<file path="config.mk">
export PLATFORM = sky130hd
export DESIGN_NAME = vpu_src_port
export DESIGN_NICKNAME = d
export VERILOG_FILES = /design/src/rtl/vpu_src_port.sv
export SDC_FILE = /design/constraint.sdc
export NUM_CORES = 1
export LEC_CHECK = 0
export ABC_AREA = 1
export BUFFER_PORTS_ARGS = -buffer_cell sky130_fd_sc_hd__buf_2
export CORE_MARGIN = 8
export CORE_UTILIZATION = 35
export DETAILED_ROUTE_END_ITERATION = 7
export GPL_ROUTABILITY_DRIVEN = 0
export GPL_TIMING_DRIVEN = 0
export PLACE_DENSITY = 0.62
export REMOVE_ABC_BUFFERS = 1
export SLEW_MARGIN = 20
export SYNTH_ARGS = -nofsm -noshare
export SYNTH_HDL_FRONTEND = slang
export SYNTH_SLANG_ARGS = --single-unit
</file>
<file path="constraint.sdc">
create_clock -name clk -period 2.7 [get_ports clk]
set_input_delay 0.81 -clock clk [delete_from_list [all_inputs] [get_ports clk]]
set_output_delay 0.81 -clock clk [all_outputs]
set_load 0.01 [all_outputs]
</file>
<file path="src/rtl/vpu_src_port.sv">
// vpu_src_port: VPU operand-fetch port.
// Streams SRAM rows through a credit-checked FIFO to the lanes.
module vpu_src_port #(
  parameter int OPERAND_WIDTH   = 32,
  parameter int VLANE_CNT       = 8,
  parameter int ADDR_WIDTH      = 16,
  parameter int LEN_WIDTH       = 16,
  parameter int SRAM_RD_LATENCY = 2,
  parameter int FIFO_DEPTH      = 4
) (
  input  logic                                 clk,
  input  logic                                 rst_n,
  input  logic                                 reset_cmd_i,
  input  logic                                 start_i,
  input  logic [ADDR_WIDTH-1:0]                src_addr_i,
  input  logic [LEN_WIDTH-1:0]                 src_len_i,
  output logic                                 done_o,
  output logic                                 sram_rd_en_o,
  output logic [ADDR_WIDTH-1:0]                sram_rd_addr_o,
  input  logic [OPERAND_WIDTH*VLANE_CNT-1:0]   sram_rd_data_i,
  output logic                                 op_valid_o,
  output logic [OPERAND_WIDTH*VLANE_CNT-1:0]   op_data_o,
  output logic                                 op_last_o,
  input  logic                                 op_ready_i
);
  localparam int DW = OPERAND_WIDTH * VLANE_CNT;
  localparam int PW = $clog2(FIFO_DEPTH);
  localparam int CW = PW + 1;
  localparam int IW = $clog2(SRAM_RD_LATENCY + 1);
  localparam int SW = (CW > IW ? CW : IW) + 1;

  typedef enum logic [1:0] {
    S_IDLE,
    S_FETCH,
    S_DRAIN,
    S_DONE
  } state_e;

  state_e                     state_q, state_d;
  logic [ADDR_WIDTH-1:0]      addr_q, addr_d;
  logic [LEN_WIDTH-1:0]       issue_cnt_q, issue_cnt_d;
  logic [LEN_WIDTH-1:0]       deliver_cnt_q, deliver_cnt_d;
  logic                       done_q, done_d;
  logic [SRAM_RD_LATENCY-1:0] vld_q, vld_d;
  logic [PW-1:0]              wr_ptr_q, wr_ptr_d;
  logic [PW-1:0]              rd_ptr_q, rd_ptr_d;
  logic [CW-1:0]              cnt_q, cnt_d;
  logic [DW-1:0]              mem_q [FIFO_DEPTH];
  logic [DW-1:0]              mem_d [FIFO_DEPTH];
  logic [IW-1:0]              inflight;
  logic                       credit_ok;
  logic                       rd_en;
  logic                       push;
  logic                       pop;

  assign push           = vld_q[SRAM_RD_LATENCY-1];
  assign op_valid_o     = (cnt_q != '0);
  assign pop            = op_valid_o & op_ready_i;
  assign op_data_o      = op_valid_o ? mem_q[rd_ptr_q] : '0;
  assign op_last_o      = op_valid_o &&
                          (deliver_cnt_q == LEN_WIDTH'(1));
  assign done_o         = done_q;
  assign sram_rd_en_o   = rd_en;
  assign sram_rd_addr_o = addr_q;

  // Issue a read only when buffered plus in-flight rows leave a free slot.
  always_comb begin
    inflight = '0;
    for (int i = 0; i < SRAM_RD_LATENCY; i++) begin
      inflight = inflight + IW'(vld_q[i]);
    end
    credit_ok = (SW'(cnt_q) + SW'(inflight)) < SW'(FIFO_DEPTH);
    rd_en = (state_q == S_FETCH) &&
            (issue_cnt_q != '0) && credit_ok;
  end

  // In-flight tracker and operand FIFO; soft reset drops returning data.
  always_comb begin
    wr_ptr_d = wr_ptr_q;
    rd_ptr_d = rd_ptr_q;
    mem_d    = mem_q;
    vld_d[0] = rd_en;
    for (int i = 1; i < SRAM_RD_LATENCY; i++) begin
      vld_d[i] = vld_q[i-1];
    end
    if (push) begin
      mem_d[wr_ptr_q] = sram_rd_data_i;
      wr_ptr_d        = wr_ptr_q + PW'(1);
    end
    if (pop) begin
      rd_ptr_d = rd_ptr_q + PW'(1);
    end
    cnt_d = cnt_q + CW'(push) - CW'(pop);
    if (reset_cmd_i) begin
      vld_d    = '0;
      wr_ptr_d = '0;
      rd_ptr_d = '0;
      cnt_d    = '0;
    end
  end

  // Block sequencing: address/issue counting and delivery tracking.
  always_comb begin
    state_d       = state_q;
    addr_d        = addr_q;
    issue_cnt_d   = issue_cnt_q;
    deliver_cnt_d = deliver_cnt_q;
    done_d        = done_q;
    if (pop) begin
      deliver_cnt_d = deliver_cnt_q - LEN_WIDTH'(1);
    end
    unique case (state_q)
      S_IDLE, S_DONE: begin
        if (start_i) begin
          addr_d        = src_addr_i;
          issue_cnt_d   = src_len_i;
          deliver_cnt_d = src_len_i;
          done_d        = (src_len_i == '0);
          state_d       = (src_len_i == '0) ? S_DONE : S_FETCH;
        end
      end
      S_FETCH: begin
        if (rd_en) begin
          addr_d      = addr_q + ADDR_WIDTH'(1);
          issue_cnt_d = issue_cnt_q - LEN_WIDTH'(1);
        end
        if (issue_cnt_d == '0) begin
          state_d = S_DRAIN;
        end
      end
      S_DRAIN: begin
        if (deliver_cnt_d == '0) begin
          state_d = S_DONE;
          done_d  = 1'b1;
        end
      end
      default: state_d = S_IDLE;
    endcase
    if (reset_cmd_i) begin
      state_d       = S_IDLE;
      addr_d        = '0;
      issue_cnt_d   = '0;
      deliver_cnt_d = '0;
      done_d        = 1'b0;
    end
  end

  // State registers.
  always_ff @(posedge clk or negedge rst_n) begin
    if (!rst_n) begin
      state_q       <= S_IDLE;
      addr_q        <= '0;
      issue_cnt_q   <= '0;
      deliver_cnt_q <= '0;
      done_q        <= 1'b0;
      vld_q         <= '0;
      wr_ptr_q      <= '0;
      rd_ptr_q      <= '0;
      cnt_q         <= '0;
      for (int i = 0; i < FIFO_DEPTH; i++) begin
        mem_q[i] <= '0;
      end
    end else begin
      state_q       <= state_d;
      addr_q        <= addr_d;
      issue_cnt_q   <= issue_cnt_d;
      deliver_cnt_q <= deliver_cnt_d;
      done_q        <= done_d;
      vld_q         <= vld_d;
      wr_ptr_q      <= wr_ptr_d;
      rd_ptr_q      <= rd_ptr_d;
      cnt_q         <= cnt_d;
      mem_q         <= mem_d;
    end
  end

endmodule
</file>
# --- Yosys cells after proc, flatten, opt, wreduce, memory -nomap -nowiden ---
# Cells that the tools add are included.
word_totals:
  register_bits: 1084
  latchBits: 0
  ramBits: 0
  mem_bits_ro: 0
  output_inout_bits: 276
  wordCells: 92
  n_memories: 0
op_classes:
  addsub: 9
  mul: 0
  div: 0
  magnitude_cmp: 4
  eq_ne: 8
  n_shift: 0
  mux: 36
  bitwise_logic: 3
  reduce_logical: 19
ops:
  columns: ["operator", "n"]
  rows:
  - ["1024-bit bitwise mux", 1]
  - ["256-bit two-way mux", 4]
  - ["256-bit binary-select mux with 2-bit select", 1]
  - ["256-bit demux with 2-bit select", 1]
  - ["16-bit two-way mux", 11]
  - ["16-bit case mux with 2 select lines", 2]
  - ["16-bit zero test", 3]
  - ["16-bit by 1-bit subtractor with 16-bit output, second input constant", 2]
  - ["2-bit two-way mux", 10]
  - ["16-bit by 1-bit adder with 16-bit output, second input constant", 1]
  - ["16-bit by 1-bit == test with 1-bit output, second input constant", 1]
  - ["16-bit nonzero test", 1]
  - ["3-bit inequality test, second input constant", 3]
  - ["3-bit AND reduction", 3]
  - ["3-bit nonzero test", 3]
  - ["3-bit greater-or-equal comparator, second input constant", 2]
  - ["2-bit NOT with 3-bit output", 2]
  - ["2-bit case mux with 3 select lines", 1]
  - ["2-bit by 1-bit adder with 2-bit output, second input constant", 2]
  - ["3-bit by 2-bit adder with 4-bit output", 1]
  - ["2-bit == test, second input constant", 2]
  - ["1-bit logical AND", 4]
  - ["4-bit by 3-bit < comparator with 1-bit output, second input constant", 1]
  - ["2-bit nonzero test", 2]
  - ["13 further kinds", 15]

# --- Logic depth before layout (Yosys ltp) ---
depth:
  ltp_word: 10
  mapped_depth: 19
  mapped_depth_nobuf: 18

# --- Least setup slack after synthesis ---
# OpenSTA, ideal clock, no wires.
synth_path:
  kind: "register to output"
  from: "register rd_ptr_q[0]"
  to: "output port op_data_o[163]"
  t_arrival_ps: 1698
  t_required_ps: 1890
  setup_slack_ps: 192
  stages_incl_launch_ff: 8
  cell_sequence: "dfrtp_1 clkbuf_1 inv_1 clkbuf_1 clkbuf_1 clkbuf_1 o21ai_0 a21oi_1"
synth_between:
  elab_chain_cells: 5
synth_rtl:
  columns: ["item", "line_no", "rtl"]
  rows:
  - ["start, declared", "46", "logic [PW-1:0] rd_ptr_q, rd_ptr_d;"]
  - ["start signal, assigned", "171", "rd_ptr_q <= rd_ptr_d;"]
  - ["2-bit NOT with 3-bit output (not written as such)", "59", "assign op_data_o = op_valid_o ? mem_q[rd_ptr_q] : '0;"]
  - ["256-bit binary-select mux with 2-bit select", "59", null]
  - ["256-bit two-way mux (not written as such) (2 in a row)", "59", null]
  - ["256-bit two-way mux", "59", null]
  - ["end, declared", "22", "output logic [OPERAND_WIDTH*VLANE_CNT-1:0] op_data_o,"]
# Every way passes these cells. The select of a mux whose other input is x is not followed.

# --- Worst setup path after layout ---
layout_path:
  from: "register rd_ptr_q[0]"
  to: "output port op_data_o[229]"
# The elaborated chain is that of the path after synthesis.

==> impl_metrics.yaml <==
timing:
  rsz0062_at_grt: "true"
  skew_ns: 0.0583
  setup_viol: 292
  fin_crit_ns: 3.37
  setup_ws_ns: -0.670
  fmax_mhz: 297
  hold_viol: 0
  worst_pin_slew_ns: 0.910
  post-route-period-util_pct: 125
  finalMaxSlewViolations: 0
  slew_headroom_pct: 39.2
  hold_slack_ns: 0.0662
pwr:
  clkPwrFrac_pct: 23.9
  switchingPower_mw: 27.9
  power.leakage_nw: 32.2
  pwr-share-comb_pct: 42.3
  netSwitchingFraction_pct: 39.6
  seq_power_share_pct: 33.8
  p_int_mw: 42.6
  vdd_drop_max_v: 0.000846
  p_per_area_nw_per_um2: 1090
synth:
  ys_warn_count: 0
  ys_async_sr_fraction_pct: 100
  yosysMostFrequentCell: "o21ai_0"
  synthTopCellsByArea: "dfrtp_1 (55%), o21ai_0 (16%), nand2_1 (9.4%), nor2_1 (8.5%), a21oi_1 (3.0%)"
  synth_common_cells: "o21ai_0 (1572), nand2_1 (1234), nor2_1 (1124)"
  synth_seq_cells: 1084
  synth.distinct_cells: 36
  synth-seq-area-share_pct: 54.9
  synthFlopType: "dfrtp_1"
  synth_top_area_cell: "dfrtp_1"
  synth_top_area_share_pct: 54.9
  synth-edff-count: 0
  syn_area_sq_um: 49400
  syn_avg_cell_area_sq_um: 7.91
  syn_inst: 6242
floorplan:
  die_x_microns: 392
  die_h_microns: 392
  start_util_pct: 35.1
  fp.coreArea_sq_um: 141000
  num_rows: 138
  fp.dieArea_sq_um: 153000
  ios: 569
final_layout:
  design_area_sq_um: 64700
  final_util_pct: 46.0
  area_delta_synth_final_pct: 31.1
  final_cells: 8794
  layout.nets: 7093
  drive_gt1_share_pct: 19.5
outcome:
  violations: "negative setup slack"
  status: "finished, violations left"
worst_setup_path:
  crit_fanout: 17
  cp_num_buf_inv: 6
  critPathArrivalTime_ns: 2.56
  cp_slowest_cell: "dfrtp_4"
  cp.required_ns: 1.89
  critPathMaxStageDelay_ns: 0.53
  setup.worst_path.class: "reg2out"
  cp_common_cell: "buf_16"
  critPathTopFamily: "buffers and inverters"
  start_kind: "flop"
  path_cells: "buf_16 > inv_16 > buf_16 > buf_4 > buf_16 > o21ai_0 > a21oi_1 > buf_4"
  cp-end-kind: "output port"
global_routing:
  antenna_found_initial: 32
  grt_util_all_layers_pct: 21.5
  first_global_vias: 42600
  grt-ovfl-total: 0
  grt_max_degree: 133
  grt_first_pass_wirelength_mm: 261
placed_design:
  numPortBuffers: 568
  dp_hpwl_mm: 90.3
  dp.cells: 8325
  placed_area_sq_um: 54700
detailed_routing:
  routed_wl_mm: 184
  post_drt_wl_per_cell_microns: 20.9
  dr.pass1.iters: 5
  drc: 0
  drt_iter0_drc: 4350
  ant_nets: 0
  vias_per_cell: 5.19
  via_count: 45700
clocking:
  worstSkewPairLatency_ns: 0.76
  cts_tree: "yes"
  cts_made_buffers: 118
  clock_path_buffers: 3
  clock_sinks: 1084
  root_buffer: "clkbuf_16"
  path_clk_slew_ns: 0.05
  htreeDepth: 3
hold_path:
  min_path_type: "in2async"
run:
  drv_cap: 0
-- timing repair --
action | 4_1_cts | 5_1_grt
pin swaps | 54 | 177
setup endpoints to repair | 306 | 337
hold buffers | 1 | 0
hold endpoints to repair | 64 | 0
gates cloned | 74 | 61
gates resized for setup | 245 | 530
setup buffers | 56 | 43
-- stage by stage --
step                      total power, mW  worst slack, ns  setup TNS (ns)
after global routing                 74.7           -0.762         -175.48
final                                70.5           -0.670         -141.57
after floorplan                      35.6           -21.08               -
after global placement               39.9           -65.14               -
after detailed placement             46.3            -1.10         -347.66
after CTS                            67.5           -0.707         -168.18
-- layer usage --
metal	routed length, microns	global-route usage (%)
met2	82500	33.5
met1	77400	29.3
met3	17500	5.21
met4	6050	7.14
met5	169	0
-- logic make-up (layout without fill, tap and decap cells) --
| kind of cell | count (synthesis) | after routing | share of synthesized area (%) |
|---|---|---|---|
| buf+inv | 789 | 1431 | 6.05 |
| flops | 1084 | 1084 | 54.9 |
| simple gates | 2439 | 2439 | 19.0 |
| xor+xnor | 7 | 7 | 0.124 |
| fa+ha+maj | 15 | 15 | 0.395 |
| compound gates | 1908 | 1908 | 19.5 |
| other cells | 0 | 20 | 0 |
-- placed cells by master (no fill, tap or decap), types with 6 or more instances in the layout --
cell type,netlist,final
a21oi_1,300,270
a21oi_2,1,30
a22oi_1,21,21
buf_12,0,41
buf_16,0,124
buf_2,7,498
buf_4,1,117
buf_6,2,18
buf_8,0,13
bufinv_16,0,11
clkbuf_1,383,19
clkbuf_16,0,164
clkbuf_8,0,22
clkinv_2,0,31
clkinvlp_4,0,8
dfrtp_1,1084,1081
diode_2,0,20
ha_1,14,12
inv_1,343,339
nand2_1,1234,1230
nand2_2,10,7
nand2_4,3,10
nand3_1,37,35
nand4_1,6,6
nor2_1,1124,940
nor2_2,2,100
nor2_4,1,87
nor3_1,6,6
o211ai_1,9,9
o21ai_0,1572,1349
o21ai_1,1,200
o21ai_2,0,24
xor2_1,7,7
-- layout make-up --
cell class	instances	area, sq um
Sequential cell	1084	27100
Timing Repair Buffer	860	9250
Antenna cell	20	50.0
Multi-Input combinational cell	4369	20500
Inverter	346	1360
Timing Repair inverter	6	87.6
Tap cell	1890	2360
Clock inverter	60	711
Fill cell	13600	76000
Clock buffer	159	3330
-- sequential cells by signal (all words and copies together), names as in the netlist --
register and cells:
issue_cnt_q 16, mem_q 1024, vld_q 2, deliver_cnt_q 16
rd_ptr_q 2, done_o 1, cnt_q 3, sram_rd_addr_o 16
wr_ptr_q 2, state_q 2
-- final timing paths --
path	startpoint	slack (ns)	end	cells after the start
max	rd_ptr_q[0]$_DFFE_PN0P_	-0.67	op_data_o[229]	8
min in group clk	src_addr_i[8]	0.31	sram_rd_addr_o[8]$_DFFE_PN0P_	3
max in group asynchronous	rst_n	0.39	mem_q[764]$_DFFE_PN0P_	5
min reg2reg	done_o$_DFFE_PN0P_	0.47	done_o$_DFFE_PN0P_	2
max reg2reg	wr_ptr_q[1]$_DFFE_PN0P_	-0.11	mem_q[631]$_DFFE_PN0P_	8
min	rst_n	0.07	mem_q[1007]$_DFFE_PN0P_	2
-- power by group through the flow --
stage / clock network [mW] / registers, mW / logic (mW)
floorplan: 0 / 23.6 / 12.0
global placement: 0 / 24.3 / 15.7
detailed placement: 0 / 23.8 / 22.5
CTS: 17.2 / 23.5 / 26.8
global route: 17.8 / 24.4 / 32.5
finish: 16.9 / 23.8 / 29.8
Note: power is estimated with default switching activity, not from simulation.
